==> src/rtl/gigatron_ram_arbiter_if.sv <==
// Purpose: bundles the CPU, video-fetch and RAM-side signals of the RAM arbiter.
// Latency: none; this only carries signals.
// Backpressure: requesters hold Req/addr/data until they see Gnt; no buffering here.
interface gigatron_ram_arbiter_if #(
  parameter int ADDR_W = 16
);
  // CPU requester
  logic              i_Cpu_Req;
  logic              i_Cpu_We;
  logic [ADDR_W-1:0] i_Cpu_Addr;
  logic [7:0]        i_Cpu_Wdata;
  logic              o_Cpu_Gnt;
  logic              o_Cpu_Rvalid;
  logic [7:0]        o_Cpu_Rdata;
  // Video scan-out fetcher (read-only)
  logic              i_Vid_Req;
  logic [ADDR_W-1:0] i_Vid_Addr;
  logic              o_Vid_Gnt;
  logic              o_Vid_Rvalid;
  logic [7:0]        o_Vid_Rdata;
  // Single-port RAM
  logic              o_Ram_We;
  logic [ADDR_W-1:0] o_Ram_Addr;
  logic [7:0]        o_Ram_Wdata;
  logic [7:0]        i_Ram_Rdata;

  // Arbiter side
  modport slave (
    input  i_Cpu_Req, i_Cpu_We, i_Cpu_Addr, i_Cpu_Wdata,
    input  i_Vid_Req, i_Vid_Addr, i_Ram_Rdata,
    output o_Cpu_Gnt, o_Cpu_Rvalid, o_Cpu_Rdata,
    output o_Vid_Gnt, o_Vid_Rvalid, o_Vid_Rdata,
    output o_Ram_We, o_Ram_Addr, o_Ram_Wdata
  );

  // Requester / RAM side
  modport master (
    output i_Cpu_Req, i_Cpu_We, i_Cpu_Addr, i_Cpu_Wdata,
    output i_Vid_Req, i_Vid_Addr, i_Ram_Rdata,
    input  o_Cpu_Gnt, o_Cpu_Rvalid, o_Cpu_Rdata,
    input  o_Vid_Gnt, o_Vid_Rvalid, o_Vid_Rdata,
    input  o_Ram_We, o_Ram_Addr, o_Ram_Wdata
  );
endinterface

==> src/rtl/gigatron_ram_arbiter.sv <==
// Purpose: shares one single-port RAM between the CPU and the video fetcher, CPU first with a starvation guard.
// Latency: grant is combinational; read data valid exactly 1 cycle after a read grant, fully pipelined.
// Backpressure: a loser simply sees Gnt=0 and must hold its request; video is forced through after MAX_WAIT denials.
module gigatron_ram_arbiter #(
  parameter int ADDR_W   = 16,
  parameter int MAX_WAIT = 4,
  parameter int STALL_W  = 16
) (
  input  logic               i_Clk,
  input  logic               i_Reset_n,
  gigatron_ram_arbiter_if.slave bus,
  output logic [STALL_W-1:0] o_Vid_Stall_Count
);

  localparam logic [7:0] MAX_WAIT_C = 8'(MAX_WAIT);
  localparam logic [STALL_W-1:0] STALL_ONE = {{(STALL_W-1){1'b0}}, 1'b1};

  logic [7:0]         r_Wait_Cnt;
  logic               r_Boost;
  logic               r_Cpu_Rvalid;
  logic               r_Vid_Rvalid;
  logic [STALL_W-1:0] r_Stall_Cnt;

  logic               w_Cpu_Gnt;
  logic               w_Vid_Gnt;
  logic               w_Vid_Denied;
  logic               w_Ram_We;
  logic [ADDR_W-1:0]  w_Ram_Addr;
  logic [7:0]         w_Ram_Wdata;

  // Pick at most one winner; boost flips priority to video. Nothing is granted while in reset.
  always_comb begin
    w_Cpu_Gnt = 1'b0;
    w_Vid_Gnt = 1'b0;
    if (i_Reset_n) begin
      if (r_Boost) begin
        if (bus.i_Vid_Req)      w_Vid_Gnt = 1'b1;
        else if (bus.i_Cpu_Req) w_Cpu_Gnt = 1'b1;
      end else begin
        if (bus.i_Cpu_Req)      w_Cpu_Gnt = 1'b1;
        else if (bus.i_Vid_Req) w_Vid_Gnt = 1'b1;
      end
    end
  end

  assign w_Vid_Denied = bus.i_Vid_Req & ~w_Vid_Gnt;

  // Steer the winner onto the RAM port; an idle cycle drives all zeros.
  always_comb begin
    w_Ram_We    = 1'b0;
    w_Ram_Addr  = '0;
    w_Ram_Wdata = 8'h00;
    if (w_Cpu_Gnt) begin
      w_Ram_We    = bus.i_Cpu_We;
      w_Ram_Addr  = bus.i_Cpu_Addr;
      w_Ram_Wdata = bus.i_Cpu_Wdata;
    end else if (w_Vid_Gnt) begin
      w_Ram_Addr  = bus.i_Vid_Addr;
    end
  end

  // Starvation guard: count consecutive denials, raise boost on the edge that reaches MAX_WAIT.
  always_ff @(posedge i_Clk or negedge i_Reset_n) begin
    if (!i_Reset_n) begin
      r_Wait_Cnt <= 8'd0;
      r_Boost    <= 1'b0;
    end else if (w_Vid_Denied) begin
      if (r_Wait_Cnt >= MAX_WAIT_C - 8'd1) begin
        r_Wait_Cnt <= MAX_WAIT_C;
        r_Boost    <= 1'b1;
      end else begin
        r_Wait_Cnt <= r_Wait_Cnt + 8'd1;
      end
    end else begin
      r_Wait_Cnt <= 8'd0;
      r_Boost    <= 1'b0;
    end
  end

  // Read-return flags track the RAM's one-cycle registered read; writes never return data.
  always_ff @(posedge i_Clk or negedge i_Reset_n) begin
    if (!i_Reset_n) begin
      r_Cpu_Rvalid <= 1'b0;
      r_Vid_Rvalid <= 1'b0;
    end else begin
      r_Cpu_Rvalid <= w_Cpu_Gnt & ~bus.i_Cpu_We;
      r_Vid_Rvalid <= w_Vid_Gnt;
    end
  end

  // Saturating count of denied video-request cycles, cleared only by reset.
  always_ff @(posedge i_Clk or negedge i_Reset_n) begin
    if (!i_Reset_n) begin
      r_Stall_Cnt <= '0;
    end else if (w_Vid_Denied && (r_Stall_Cnt != {STALL_W{1'b1}})) begin
      r_Stall_Cnt <= r_Stall_Cnt + STALL_ONE;
    end
  end

  assign bus.o_Cpu_Gnt    = w_Cpu_Gnt;
  assign bus.o_Vid_Gnt    = w_Vid_Gnt;
  assign bus.o_Cpu_Rvalid = r_Cpu_Rvalid;
  assign bus.o_Vid_Rvalid = r_Vid_Rvalid;
  assign bus.o_Cpu_Rdata  = r_Cpu_Rvalid ? bus.i_Ram_Rdata : 8'h00;
  assign bus.o_Vid_Rdata  = r_Vid_Rvalid ? bus.i_Ram_Rdata : 8'h00;
  assign bus.o_Ram_We     = w_Ram_We;
  assign bus.o_Ram_Addr   = w_Ram_Addr;
  assign bus.o_Ram_Wdata  = w_Ram_Wdata;
  assign o_Vid_Stall_Count = r_Stall_Cnt;

endmodule

==> src/flat_wrapper.sv <==
// flat-port wrapper written by rule: the top's interface ports become plain ports
module gigatron_ram_arbiter_flat 
#(
  parameter int ADDR_W   = 16,
  parameter int MAX_WAIT = 4,
  parameter int STALL_W  = 16
)
  (i_Clk, i_Reset_n, o_Vid_Stall_Count, bus_i_Cpu_Req, bus_i_Cpu_We, bus_i_Cpu_Addr, bus_i_Cpu_Wdata, bus_i_Vid_Req, bus_i_Vid_Addr, bus_i_Ram_Rdata, bus_o_Cpu_Gnt, bus_o_Cpu_Rvalid, bus_o_Cpu_Rdata, bus_o_Vid_Gnt, bus_o_Vid_Rvalid, bus_o_Vid_Rdata, bus_o_Ram_We, bus_o_Ram_Addr, bus_o_Ram_Wdata);
  gigatron_ram_arbiter_if #(.ADDR_W(ADDR_W)) bus_i ();
  input  logic i_Clk;
  input  logic i_Reset_n;
  output logic [STALL_W-1:0] o_Vid_Stall_Count;
  input wire logic [$bits(bus_i.i_Cpu_Req)-1:0] bus_i_Cpu_Req;
  input wire logic [$bits(bus_i.i_Cpu_We)-1:0] bus_i_Cpu_We;
  input wire logic [$bits(bus_i.i_Cpu_Addr)-1:0] bus_i_Cpu_Addr;
  input wire logic [$bits(bus_i.i_Cpu_Wdata)-1:0] bus_i_Cpu_Wdata;
  input wire logic [$bits(bus_i.i_Vid_Req)-1:0] bus_i_Vid_Req;
  input wire logic [$bits(bus_i.i_Vid_Addr)-1:0] bus_i_Vid_Addr;
  input wire logic [$bits(bus_i.i_Ram_Rdata)-1:0] bus_i_Ram_Rdata;
  output wire logic [$bits(bus_i.o_Cpu_Gnt)-1:0] bus_o_Cpu_Gnt;
  output wire logic [$bits(bus_i.o_Cpu_Rvalid)-1:0] bus_o_Cpu_Rvalid;
  output wire logic [$bits(bus_i.o_Cpu_Rdata)-1:0] bus_o_Cpu_Rdata;
  output wire logic [$bits(bus_i.o_Vid_Gnt)-1:0] bus_o_Vid_Gnt;
  output wire logic [$bits(bus_i.o_Vid_Rvalid)-1:0] bus_o_Vid_Rvalid;
  output wire logic [$bits(bus_i.o_Vid_Rdata)-1:0] bus_o_Vid_Rdata;
  output wire logic [$bits(bus_i.o_Ram_We)-1:0] bus_o_Ram_We;
  output wire logic [$bits(bus_i.o_Ram_Addr)-1:0] bus_o_Ram_Addr;
  output wire logic [$bits(bus_i.o_Ram_Wdata)-1:0] bus_o_Ram_Wdata;
  assign bus_i.i_Cpu_Req = bus_i_Cpu_Req;
  assign bus_i.i_Cpu_We = bus_i_Cpu_We;
  assign bus_i.i_Cpu_Addr = bus_i_Cpu_Addr;
  assign bus_i.i_Cpu_Wdata = bus_i_Cpu_Wdata;
  assign bus_i.i_Vid_Req = bus_i_Vid_Req;
  assign bus_i.i_Vid_Addr = bus_i_Vid_Addr;
  assign bus_i.i_Ram_Rdata = bus_i_Ram_Rdata;
  assign bus_o_Cpu_Gnt = bus_i.o_Cpu_Gnt;
  assign bus_o_Cpu_Rvalid = bus_i.o_Cpu_Rvalid;
  assign bus_o_Cpu_Rdata = bus_i.o_Cpu_Rdata;
  assign bus_o_Vid_Gnt = bus_i.o_Vid_Gnt;
  assign bus_o_Vid_Rvalid = bus_i.o_Vid_Rvalid;
  assign bus_o_Vid_Rdata = bus_i.o_Vid_Rdata;
  assign bus_o_Ram_We = bus_i.o_Ram_We;
  assign bus_o_Ram_Addr = bus_i.o_Ram_Addr;
  assign bus_o_Ram_Wdata = bus_i.o_Ram_Wdata;
  gigatron_ram_arbiter #(.ADDR_W(ADDR_W), .MAX_WAIT(MAX_WAIT), .STALL_W(STALL_W)) u_core (.i_Clk(i_Clk), .i_Reset_n(i_Reset_n), .bus(bus_i), .o_Vid_Stall_Count(o_Vid_Stall_Count));
endmodule
==> config.mk <==
export PLATFORM = sky130hd
export DESIGN_NAME = gigatron_ram_arbiter_flat
export DESIGN_NICKNAME = d
export VERILOG_FILES = /design/src/rtl/gigatron_ram_arbiter_if.sv /design/src/rtl/gigatron_ram_arbiter.sv /design/src/flat_wrapper.sv
export SDC_FILE = /design/constraint.sdc
export NUM_CORES = 1
export LEC_CHECK = 0
export BUFFER_PORTS_ARGS = -buffer_cell sky130_fd_sc_hd__buf_4
export CAP_MARGIN = 20
export CORE_AREA = 4 4 76 78
export DETAILED_ROUTE_END_ITERATION = 10
export DIE_AREA = 0 0 80 82
export SLEW_MARGIN = 0
export SYNTH_ARGS = -nofsm -noshare
export SYNTH_HDL_FRONTEND = slang
export SYNTH_SLANG_ARGS = --single-unit
==> constraint.sdc <==
create_clock -name i_Clk -period 5.21 [get_ports i_Clk]
set_clock_uncertainty 0.1 [all_clocks]
set_input_delay 1.042 -clock i_Clk [delete_from_list [all_inputs] [get_ports i_Clk]]
set_output_delay 1.042 -clock i_Clk [all_outputs]
set_load 0.05 [all_outputs]
==> summary.md, run 1 <==
| Metric | Value |
|---|---|
| Layout area overhead | `66.3%` |
| Largest family of logic cells by synthesized area | `simple AND/OR/NAND/NOR gates` |
| Drt total wl | `4670 um` |
| CTS clock-pin slew for the worst setup and hold paths | `0.08 ns` |
| Area after DPL | `0.00246 sq mm` |
| DPL Wire Length | `3750 um` |
| Row cnt | `26` |
| H-tree depth | `1` |
| IO Pins | `114` |
| Synth Area in Compound Gates | `11.1%` |
| Status | `complete, no violations` |
| CTS root buf | `clkbuf_8` |
| Fin crit share | `74.4%` |
| Vias per cell | `4.47` |
| DR pass1 iterations | `4` |
| Die span in y | `82 um` |
| R2r worst-path depth | `5` |
| DR vias | `1487` |
| CTS buffer count | `3` |
| Pwr/cell area | `290 mW/mm^2` |
| Least-Margin Pin Slew | `1.09 ns` |
| Number of port buffers | `113` |
| Worst r2r dst | `u_core.o_Vid_Stall_Count[1]` |
| Sequential cell area fraction in the yosys report | `44.9%` |
| DIE AREA | `0.00656 sq mm` |
| Worst path arrival time | `2.73 ns` |
| Max-Cap Viols | `0` |
| Leak | `0.00132 uW` |
| DR DRC count | `0` |
| Initial antenna violation count | `0` |
| Post-synthesis xor/xnor area fraction | `6.98%` |
| Routing usage on met3 | `2.96%` |
| Die width | `80 um` |
| Post-synthesis mux area share | `3.24%` |
| Worst hold stages | `1` |
| Core Region | `0.00507 sq mm` |
| Skew-Pair Late Insertion Delay | `0.26 ns` |
| First-pass GRT wire length | `6710 um` |
| Cell variety after synth | `30` |
| Largest net degree at the start of global routing | `30` |
| CTS tree | `yes` |
| Fill cells | `502` |
| Initial core utilization | `29.7%` |
| Worst Path Max Fanout | `29` |
| Vias in the first global route | `1332` |
| Syn avg cell area | `10.5 sq um` |
| Starting DRT DRC Count | `58` |
| Finished Cell Area | `0.00250 sq mm` |
| Clk sink count | `27` |
| Startpoint types | `primary input` |
| Min cycle time layout | `3.88 ns` |
| Final setup TNS | `0 ns` |
| CTS Buffer Depth | `2` |
| RSZ-0062 raised after global routing | `false` |
| Setup bufs post-CTS | `0` |
| Ant. Diodes | `0` |
| Slew headroom | `27.2%` |
| Synthesized-area fraction occupied by adder cells | `1.66%` |
| CTS Hold Bufs | `0` |
| Worst Hold Class | `reg2reg` |
| Met1 Track Usage GR | `16.9%` |
| Critical path class | `in2out` |
| GRT met2 Usage | `21.7%` |
| Flops & latches, synth | `27` |
| Post-route ant nets | `0` |
| Layout Nets | `319` |
| Slew Viols, Final | `0` |
| R2R Setup Slk | `3.08 ns` |
| Busiest grt layer | `met2` |
| Min-delay src | `u_core.r_Wait_Cnt[0]` |
| Layout cells sized above 1 | `48.3%` |
| CP Data Required Time | `4.07 ns` |
| Setup crit end kind | `output pin` |
| Post_cts resized | `0` |
| R2R Path Start | `u_core.o_Vid_Stall_Count[0]` |
| Hold EP | `u_core.r_Wait_Cnt[0]` |
| GRT Total Usage | `12.8%` |
| Netlist Area Pre-Place | `0.00151 sq mm` |
| Wirelength per Cell | `14.0 um` |
| Gpl congestion | `0.738` |
| Synth Area in Simple Gates | `30.3%` |
| Hold Vio Cnt, Final | `0` |
| Cells after Synth | `144` |
| Yosys Warn Count | `0` |
| # setup viols final | `0` |
| Worst vdd ir | `354 uV` |
| FMAX | `0.258 GHz` |
| GRT overflow | `0` |
[routing by layer]
metal	routed length, um	part of all wire [%]	vias up
met5	0	0	-
met3	355	7.6	2
met4	27	0.58	0
met2	2430	52	54
li1	-	-	752
met1	1860	40	679
[worst max path at each step]
stage                  start                 end  slack [ns]  cells past startpoint
5_1_grt            i_Reset_n  bus_o_Ram_Addr[13]        1.10                      5
6_report           i_Reset_n  bus_o_Ram_Addr[12]        1.33                      5
3_5_place_dp       i_Reset_n   bus_o_Ram_Addr[3]        1.34                      5
3_3_place_gp       i_Reset_n   bus_o_Ram_Addr[7]        1.34                      5
2_1_floorplan  bus_i_Cpu_Req  bus_o_Ram_Addr[10]        1.24                      4
4_1_cts            i_Reset_n  bus_o_Ram_Addr[12]        1.34                      5
[placed cells by master, fill, tap and decap left out]
cell type | netlist | layout
buf_4 | 0 | 115
and2_1 | 28 | 28
dfrtp_1 | 27 | 27
a22o_1 | 16 | 16
xor2_1 | 12 | 12
nand2_1 | 7 | 7
nor4_1 | 6 | 6
nor3_1 | 6 | 6
conb_1 | 1 | 5
nor2_1 | 4 | 4
nand3_1 | 4 | 4
mux2_2 | 3 | 3
nand4_1 | 3 | 3
nor4b_1 | 3 | 3
clkbuf_8 | 0 | 3
inv_1 | 2 | 2
nor2b_1 | 2 | 2
and3_1 | 2 | 2
nor3b_1 | 2 | 2
ha_1 | 2 | 2
o21ai_0 | 1 | 1
nor3b_2 | 1 | 1
a21oi_2 | 0 | 1
nand4_4 | 1 | 1
nor4_4 | 1 | 1
o2111ai_1 | 1 | 1
nor2_2 | 1 | 1
mux2_4 | 1 | 1
nand2b_1 | 1 | 1
o2bb2ai_1 | 1 | 1
clkbuf_1 | 3 | 1
[worst max-delay path, cell delays in order]
cell and delay [ns]:
buf_4 0.31, nand2_1 0.11, a21oi_2 0.80, a22o_1 0.25, buf_4 0.20
[cells by family after synthesis]
family / after synthesis
AO/OA/AOI/OAI: 20
XOR/XNOR: 12
adder cells (fa/ha/maj): 2
buffers and inverters: 6
flip-flops: 27
multiplexers: 4
other: 1
AND/OR/NAND/NOR: 72
[synthesized netlist by cell type]
cell type	count	share of area, %
clkbuf_1	3	0.75
o2bb2ai_1	1	0.58
mux2_4	1	1.0
nor4_1	6	2.5
inv_1	2	0.50
nor2b_1	2	0.83
ha_1	2	1.7
buf_2	1	0.33
nand2_1	7	1.7
and2_1	28	12
nand4_4	1	1.4
nor2_2	1	0.42
a21oi_1	1	0.33
o21ai_0	1	0.33
a22o_1	16	9.3
nor4_4	1	1.4
nor2_1	4	1.0
nand4_1	3	1.2
nand2b_1	1	0.42
and3_1	2	0.83
dfrtp_1	27	45
xor2_1	12	7.0
nor4b_1	3	1.7
nor3_1	6	2.0
conb_1	1	0.25
nor3b_1	2	1.0
mux2_2	3	2.2
nor3b_2	1	0.83
o2111ai_1	1	0.58
nand3_1	4	1.3
[through the flow]
step	utilization, %	instances	power [uW]	setup WS (ns)	hold slack (ns)
global placement	48.5	329	617	1.34	0.333
floorplan	-	148	495	1.24	0.316
finish	49.4	333	728	1.33	0.360
detailed placement	48.5	329	620	1.34	0.364
CTS	49.4	333	735	1.34	0.374
global route	49.4	333	764	1.10	0.407
[sequential cells by signal (all words and copies together) (netlist names)]
| name | count |
|---|---|
| u_core.bus.o_Vid_Rvalid | 1 |
| u_core.bus.o_Cpu_Rvalid | 1 |
| u_core.r_Boost | 1 |
| u_core.o_Vid_Stall_Count | 16 |
| u_core.r_Wait_Cnt | 8 |
[power breakdown]
part / switching (uW) / internal [uW]
logic: 211 / 120
registers: 44.1 / 239
clock network: 59.7 / 54.6
[area by class of cell]
class                   count  area, sq um  area share, %
flip-flops and latches     27          676           27.0
multi-input cells         115          826           33.0
repair buffers            115          863           34.5
inverters                   2         7.51          0.300
well taps                  70         87.6           3.50
clock buffers               4         45.0           1.80
No activity file was read; power rests on OpenSTA's default activity.
==> inputs of run 2 (changes only) <==
--- a/config.mk
+++ b/config.mk
@@ -5,11 +5,12 @@
 export SDC_FILE = /design/constraint.sdc
 export NUM_CORES = 1
 export LEC_CHECK = 0
+export ABC_AREA = 1
 export BUFFER_PORTS_ARGS = -buffer_cell sky130_fd_sc_hd__buf_4
 export CAP_MARGIN = 20
-export CORE_AREA = 4 4 76 78
+export CORE_AREA = 4 4 81 83
 export DETAILED_ROUTE_END_ITERATION = 10
-export DIE_AREA = 0 0 80 82
+export DIE_AREA = 0 0 85 87
 export SLEW_MARGIN = 0
 export SYNTH_ARGS = -nofsm -noshare
 export SYNTH_HDL_FRONTEND = slang
==> constraint.sdc (replaced) <==
create_clock -name i_Clk -period 3.9 [get_ports i_Clk]
set_clock_uncertainty 0.1 [all_clocks]
set_input_delay 0.78 -clock i_Clk [delete_from_list [all_inputs] [get_ports i_Clk]]
set_output_delay 0.78 -clock i_Clk [all_outputs]
set_load 0.05 [all_outputs]
==> run 2 against run 1 <==
Clock power grew 43%. Count of clock-buffer cells in the layout is the same. Non-clock buffer count is the same. Utilization shrank 3.1 points. Via count grew 24%. Register-to-register slack lost 1.1 ns. Die area grew 13%. Critical path type unchanged. Critical endpoint is now bus_o_Ram_Addr[2].
==> summary.md, run 2 <==
| Metric | Value |
|---|---|
| DR DRC count | `0 (unchanged)` |
| Post_cts resized | `0 (unchanged)` |
| Die width | `85 um (+6.3%)` |
| FMAX | `0.334 GHz` |
| Hold Vio Cnt, Final | `0 (unchanged)` |
| Layout Nets | `415 (+30%)` |
| Final Util | `46.3% (-3.1 points)` |
| IO Pins | `114 (unchanged)` |
| Vias in the first global route | `1807 (+36%)` |
| Initial antenna violation count | `0 (unchanged)` |
| Number of flip-flops in the largest register | `16 (unchanged)` |
| CTS clock-pin slew for the worst setup and hold paths | `0.10 ns (+0.02 ns)` |
| Skew-Pair Late Insertion Delay | `0.28 ns (+0.02 ns)` |
| Most frequent cells in the layout | `buf_4, nand2_1, inv_1` |
| CP Data Required Time | `3.02 ns (-1.05 ns)` |
| Inst Count DP | `430 (+31%)` |
| CTS root buf | `clkbuf_8` |
| Synth area leader | `dfrtp_1` |
| Critical path class | `in2out` |
| Core Region | `0.00585 sq mm (+15%)` |
| Initial core utilization | `29.5% (-0.15 points)` |
| CTS Buffer Depth | `2 (unchanged)` |
| Ys async rst share | `100% (unchanged)` |
| DPL Wire Length | `4650 um (+24%)` |
| Cell Count, Final, Fillers Out | `434 (+30%)` |
| R2R Setup Slk | `2.00 ns (-1.08 ns)` |
| Ant. Diodes | `0 (unchanged)` |
| Largest net degree at the start of global routing | `24 (-20%)` |
| DIE AREA | `0.00740 sq mm (+13%)` |
| GRT overflow | `0 (unchanged)` |
| Fin crit share | `76.9%` |
| Yosys Warn Count | `0 (unchanged)` |
| Min cycle time layout | `3.00 ns` |
| Row cnt | `28 (+7.7%)` |
| Startpoint types | `primary input` |
| Status | `complete, no violations` |
| Slew headroom | `62.0% (+35 points)` |
| Worst Hold Class | `in2async` |
| Netlist Area Pre-Place | `0.00173 sq mm (+15%)` |
| RSZ-0062 raised after global routing | `false` |
| Least-Margin Pin Slew | `0.570 ns (-0.523 ns)` |
| Fill cells | `597 (+19%)` |
| Worst vdd ir | `228 uV (-36%)` |
| CTS tree | `yes` |
| Worst Path Max Fanout | `17 (-41%)` |
| Final setup TNS | `0 ns (unchanged)` |
| DR vias | `1846 (+24%)` |
| H-tree depth | `1 (unchanged)` |
| # setup viols final | `0 (unchanged)` |
| Number of port buffers | `113 (unchanged)` |
| Starting DRT DRC Count | `58 (unchanged)` |
| Most common cell after layout, fill and taps aside | `buf_4` |
| Layout cells sized above 1 | `35.9% (-12 points)` |
| Wirelength per Cell | `13.1 um (-6.7%)` |
| Worst path arrival time | `2.12 ns (-0.61 ns)` |
| GRT Total Usage | `14.7% (+1.8 points)` |
| CTS Hold Bufs | `0 (unchanged)` |
| Vias per cell | `4.25 (-4.7%)` |
| Die span in y | `87 um (+6.1%)` |
| Post-synth EDFFs | `0 (unchanged)` |
| First-pass GRT wire length | `8800 um (+31%)` |
| Cell variety after synth | `30 (unchanged)` |
| Clk sink count | `27 (unchanged)` |
| DR pass1 iterations | `4 (unchanged)` |
| Setup crit end kind | `output pin` |
| Cells after Synth | `243 (+69%)` |
| Post-route ant nets | `0 (unchanged)` |
| Flops & latches, synth | `27 (unchanged)` |
| Pwr/cell area | `330 mW/mm^2 (+14%)` |
| Syn avg cell area | `7.11 sq um (-32%)` |
| Slew Viols, Final | `0 (unchanged)` |
| Most frequent cell after synthesis | `nand2_1` |
| Drt total wl | `5680 um (+22%)` |
| Synth area leaders | `dfrtp_1, nand2_1, a22o_1` |
| Max-Cap Viols | `0 (unchanged)` |
| Layout area overhead | `56.6%` |
| Synth top area share | `39.1% (-5.7 points)` |
| Synth top cells by count | `nand2_1, inv_1, nor2_1` |
| Gpl congestion | `0.833 (+13%)` |
| Sequential cell area fraction in the yosys report | `39.1% (-5.7 points)` |
| Top_reg_cell synth | `dfrtp_1` |
| Leak | `0.00155 uW (+18%)` |
| Setup bufs post-CTS | `0 (unchanged)` |
| CTS buffer count | `3 (unchanged)` |
run 2: per-stage QoR:
step / hold slack, ns / setup slack (ns) / cell area [sq um] / power [uW]
floorplan: 0.308 / 0.817 / 1740 / 596
global placement: 0.331 / 0.939 / 2660 / 735
detailed placement: 0.328 / 0.904 / 2660 / 738
CTS: 0.195 / 0.909 / 2710 / 901
global route: 0.185 / 0.798 / 2710 / 938
finish: 0.196 / 0.902 / 2710 / 893
run 2: cell type report:
class	instances	area [sq um]	area share [%]
multi-input combinational	174	882	32.6
timing repair buffer	115	863	31.9
sequential	27	676	25.0
inverter	39	146	5.41
tap	75	93.8	3.47
clock buffer	4	45.0	1.66
run 2: power breakdown:
group | leakage, uW | switching, uW | internal [uW] | total [uW]
Combinational | 0.00117 | 249 | 134 | 383
Sequential | 0.000354 | 39.6 | 308 | 347
Clock | 0.0000228 | 89.5 | 73.3 | 163
Total | 0.00155 | 378 | 515 | 893
run 2: final timing paths:
check / cells past startpoint / endpoint / startpoint
min in group i_Clk: 1 / u_core.r_Wait_Cnt[0] / u_core.r_Wait_Cnt[0]
max in group asynchronous: 2 / u_core.o_Vid_Stall_Count[5] / i_Reset_n
min: 1 / u_core.r_Boost / i_Reset_n
min reg2reg: 1 / u_core.r_Wait_Cnt[0] / u_core.r_Wait_Cnt[0]
max: 6 / bus_o_Ram_Addr[2] / i_Reset_n
max reg2reg: 8 / u_core.o_Vid_Stall_Count[9] / u_core.o_Vid_Stall_Count[0]
run 2: cell families (layout without fill, tap and decap cells):
kind of cell | after synthesis | in the layout | share of synthesized area (%)
AO/OA/AOI/OAI | 27 | 27 | 12.7
XOR/XNOR | 7 | 7 | 3.55
adder cells (fa/ha/maj) | 2 | 2 | 1.45
buffers and inverters | 46 | 158 | 10.7
flip-flops | 27 | 27 | 39.1
other | 1 | 5 | 0.217
AND/OR/NAND/NOR | 133 | 133 | 32.2
run 2: critical path, stage by stage:
cell and delay (ns):
buf_4 0.15, nand3_1 0.08, buf_4 0.17, clkinv_1 0.38
a22o_1 0.36, buf_4 0.19
run 2: metal layers:
layer	share of wire, %	track usage (%)
met1	44	18.8
met2	49	24.9
met3	5.7	2.46
met4	1.2	5.04
met5	0	0
==> inputs of run 3 (changes only) <==
==> constraint.sdc (replaced) <==
create_clock -name i_Clk -period 3.02 [get_ports i_Clk]
set_clock_uncertainty 0.1 [all_clocks]
set_input_delay 0.604 -clock i_Clk [delete_from_list [all_inputs] [get_ports i_Clk]]
set_output_delay 0.604 -clock i_Clk [all_outputs]
set_load 0.05 [all_outputs]
==> run 3 against run 2 <==
Cell count grew 0.23%. Clock power grew 28%. Sequential power grew 29%. Utilization grew 0.19 points. Highest routed layer unchanged. Die area is the same. Sequential share of layout area shrank 0.10 points. Combinational power grew 30%. Routed wire length shrank 1.8%. Cell area grew 0.42%. Worst setup slack lost 0.34 ns.
==> summary.md, run 3 (synthesis results as in run 2) <==
| Metric | Value |
|---|---|
| Largest net degree at the start of global routing | `27 (+13%)` |
| Post_cts resized | `0 (unchanged)` |
| CTS clock-pin slew for the worst setup and hold paths | `0.09 ns (about the same)` |
| R2R Setup Slk | `1.10 ns (-0.90 ns)` |
| IO Pins | `114 (unchanged)` |
| Vias per cell | `4.32 (+1.5%)` |
| Core Region | `0.00585 sq mm (unchanged)` |
| CTS Buffer Depth | `2 (unchanged)` |
| Number of port buffers | `113 (unchanged)` |
| H-tree depth | `1 (unchanged)` |
| Status | `complete, no violations` |
| RSZ-0062 raised after global routing | `false` |
| Skew-Pair Late Insertion Delay | `0.27 ns (about the same)` |
| Cell Count, Final, Fillers Out | `435 (+0.23%)` |
| DR DRC count | `0 (unchanged)` |
| DPL Wire Length | `4530 um (-2.6%)` |
| Max-Cap Viols | `0 (unchanged)` |
| Fin crit share | `81.4%` |
| Initial core utilization | `29.5% (unchanged)` |
| Seq. cell area | `676 sq um (unchanged)` |
| Slew headroom | `60.1% (-1.9 points)` |
| Routed wl met3 | `311 um (-3.1%)` |
| Fill cells | `599 (+0.34%)` |
| GRT overflow | `0 (unchanged)` |
| Gpl congestion | `0.846 (+1.6%)` |
| Row cnt | `28 (unchanged)` |
| R2r worst-path depth | `8 (unchanged)` |
| Slew Viols, Final | `0 (unchanged)` |
| Routed wl met2 | `2770 um (about the same)` |
| Clk sink count | `27 (unchanged)` |
| Pwr/cell area | `424 mW/mm^2 (+29%)` |
| First-pass GRT wire length | `8880 um (+0.86%)` |
| Layout Nets | `416 (+0.24%)` |
| Drt total wl | `5580 um (-1.8%)` |
| GRT Total Usage | `14.6% (-0.054 points)` |
| Worst Hold Class | `in2async` |
| FMAX | `0.407 GHz` |
| Critical path class | `in2out` |
| DR pass1 iterations | `4 (unchanged)` |
| CTS root buf | `clkbuf_8` |
| Top Metal Used | `met4` |
| Area after DPL | `0.00266 sq mm (unchanged)` |
| Finished Cell Area | `0.00272 sq mm (+0.42%)` |
| Worst r2r dst | `u_core.o_Vid_Stall_Count[9]` |
| Most frequent cells in the layout | `buf_4, nand2_1, inv_1` |
| Number of flip-flops in the largest register | `16 (unchanged)` |
| Worst Path Max Fanout | `17 (unchanged)` |
| Least-Margin Pin Slew | `0.598 ns (+0.0286 ns)` |
| Initial antenna violation count | `0 (unchanged)` |
| Startpoint types | `primary input` |
| Most common cell after layout, fill and taps aside | `buf_4` |
| CP Data Required Time | `2.32 ns (-0.70 ns)` |
| DR vias | `1878 (+1.7%)` |
| Inst Count DP | `430 (unchanged)` |
| Multi-input gate area | `882 sq um (unchanged)` |
| Min cycle time layout | `2.46 ns` |
| Worst vdd ir | `333 uV (+46%)` |
| Leak | `0.00156 uW (+0.44%)` |
| Die span in y | `87 um (unchanged)` |
| Die width | `85 um (unchanged)` |
| R2R Path Start | `u_core.o_Vid_Stall_Count[0]` |
| Layout area overhead | `57.3%` |
| Worst path arrival time | `1.75 ns (-0.37 ns)` |
| Met1 WL | `2440 um (-3.2%)` |
| CTS tree | `yes` |
| DIE AREA | `0.00740 sq mm (unchanged)` |
| Ant. Diodes | `0 (unchanged)` |
| # setup viols final | `0 (unchanged)` |
| Setup crit end kind | `output pin` |
| Wirelength per Cell | `12.8 um (-2.0%)` |
| Hold Vio Cnt, Final | `0 (unchanged)` |
| Layout cells sized above 1 | `36.1% (+0.18 points)` |
| Starting DRT DRC Count | `65 (+12%)` |
| Final setup TNS | `0 ns (unchanged)` |
| CTS buffer count | `3 (unchanged)` |
| Post-route ant nets | `0 (unchanged)` |
| Vias in the first global route | `1808 (+0.055%)` |
## run 3: cell count changes in the layout (fill, tap and decap cells not counted)
cell / before / now
clkbuf_1: 1 / 0
clkinv_2: 0 / 1
dlygate4sd3_1: 0 / 1
## run 3: worst max path at each step
stage                              end           from  cells past startpoint
floorplan           bus_o_Ram_Addr[10]  bus_i_Vid_Req                      5
global placement    bus_o_Ram_Addr[12]      i_Reset_n                      5
detailed placement   bus_o_Ram_Addr[2]      i_Reset_n                      5
CTS                  bus_o_Ram_Addr[2]  bus_i_Cpu_Req                      5
global route         bus_o_Ram_Addr[3]  bus_i_Vid_Req                      6
finish               bus_o_Ram_Addr[2]  bus_i_Cpu_Req                      5
## run 3: what timing repair did
item	4_1_cts	5_1_grt
hold buffers	1	0
buffers inserted	0	0
hold endpoints to repair	1	0
## run 3: where the power goes
part | total (uW) | internal, uW | switching (uW)
Clock | 208 | 92.6 | 116
Combinational | 496 | 174 | 322
Sequential | 449 | 397 | 51.8
Total | 1150 | 664 | 490
## run 3: critical path, cell delays in order
cell and delay [ns]:
buf_4 0.12, nand3_1 0.10, clkinv_1 0.38, a22o_1 0.36, buf_4 0.19
## run 3: layout make-up
class	instances	share of cell area [%]
Clock buffer	3	1.52
Clock inverter	1	0.184
Inverter	39	5.39
Multi-Input combinational cell	174	32.5
Sequential cell	27	24.9
Tap cell	75	3.45
Timing Repair Buffer	116	32.1
## run 3: per-layer routing
layer | up-vias | track usage, %
met5 | - | 0
met4 | 0 | 3.88
met3 | 4 | 1.80
met2 | 64 | 24.7
met1 | 831 | 19.7
li1 | 979 | -
## run 3: through the flow
| stage | hold slack (ns) | setup WS, ns | power [uW] | utilization, % |
|---|---|---|---|---|
| 2_1_floorplan | 0.208 | 0.289 | 769 | - |
| 3_3_place_gp | 0.296 | 0.600 | 949 | 45.5 |
| 3_5_place_dp | 0.298 | 0.564 | 955 | 45.5 |
| 4_1_cts | 0.241 | 0.571 | 1170 | 46.5 |
| 5_1_grt | 0.258 | 0.422 | 1220 | 46.5 |
| 6_report | 0.230 | 0.562 | 1150 | 46.5 |
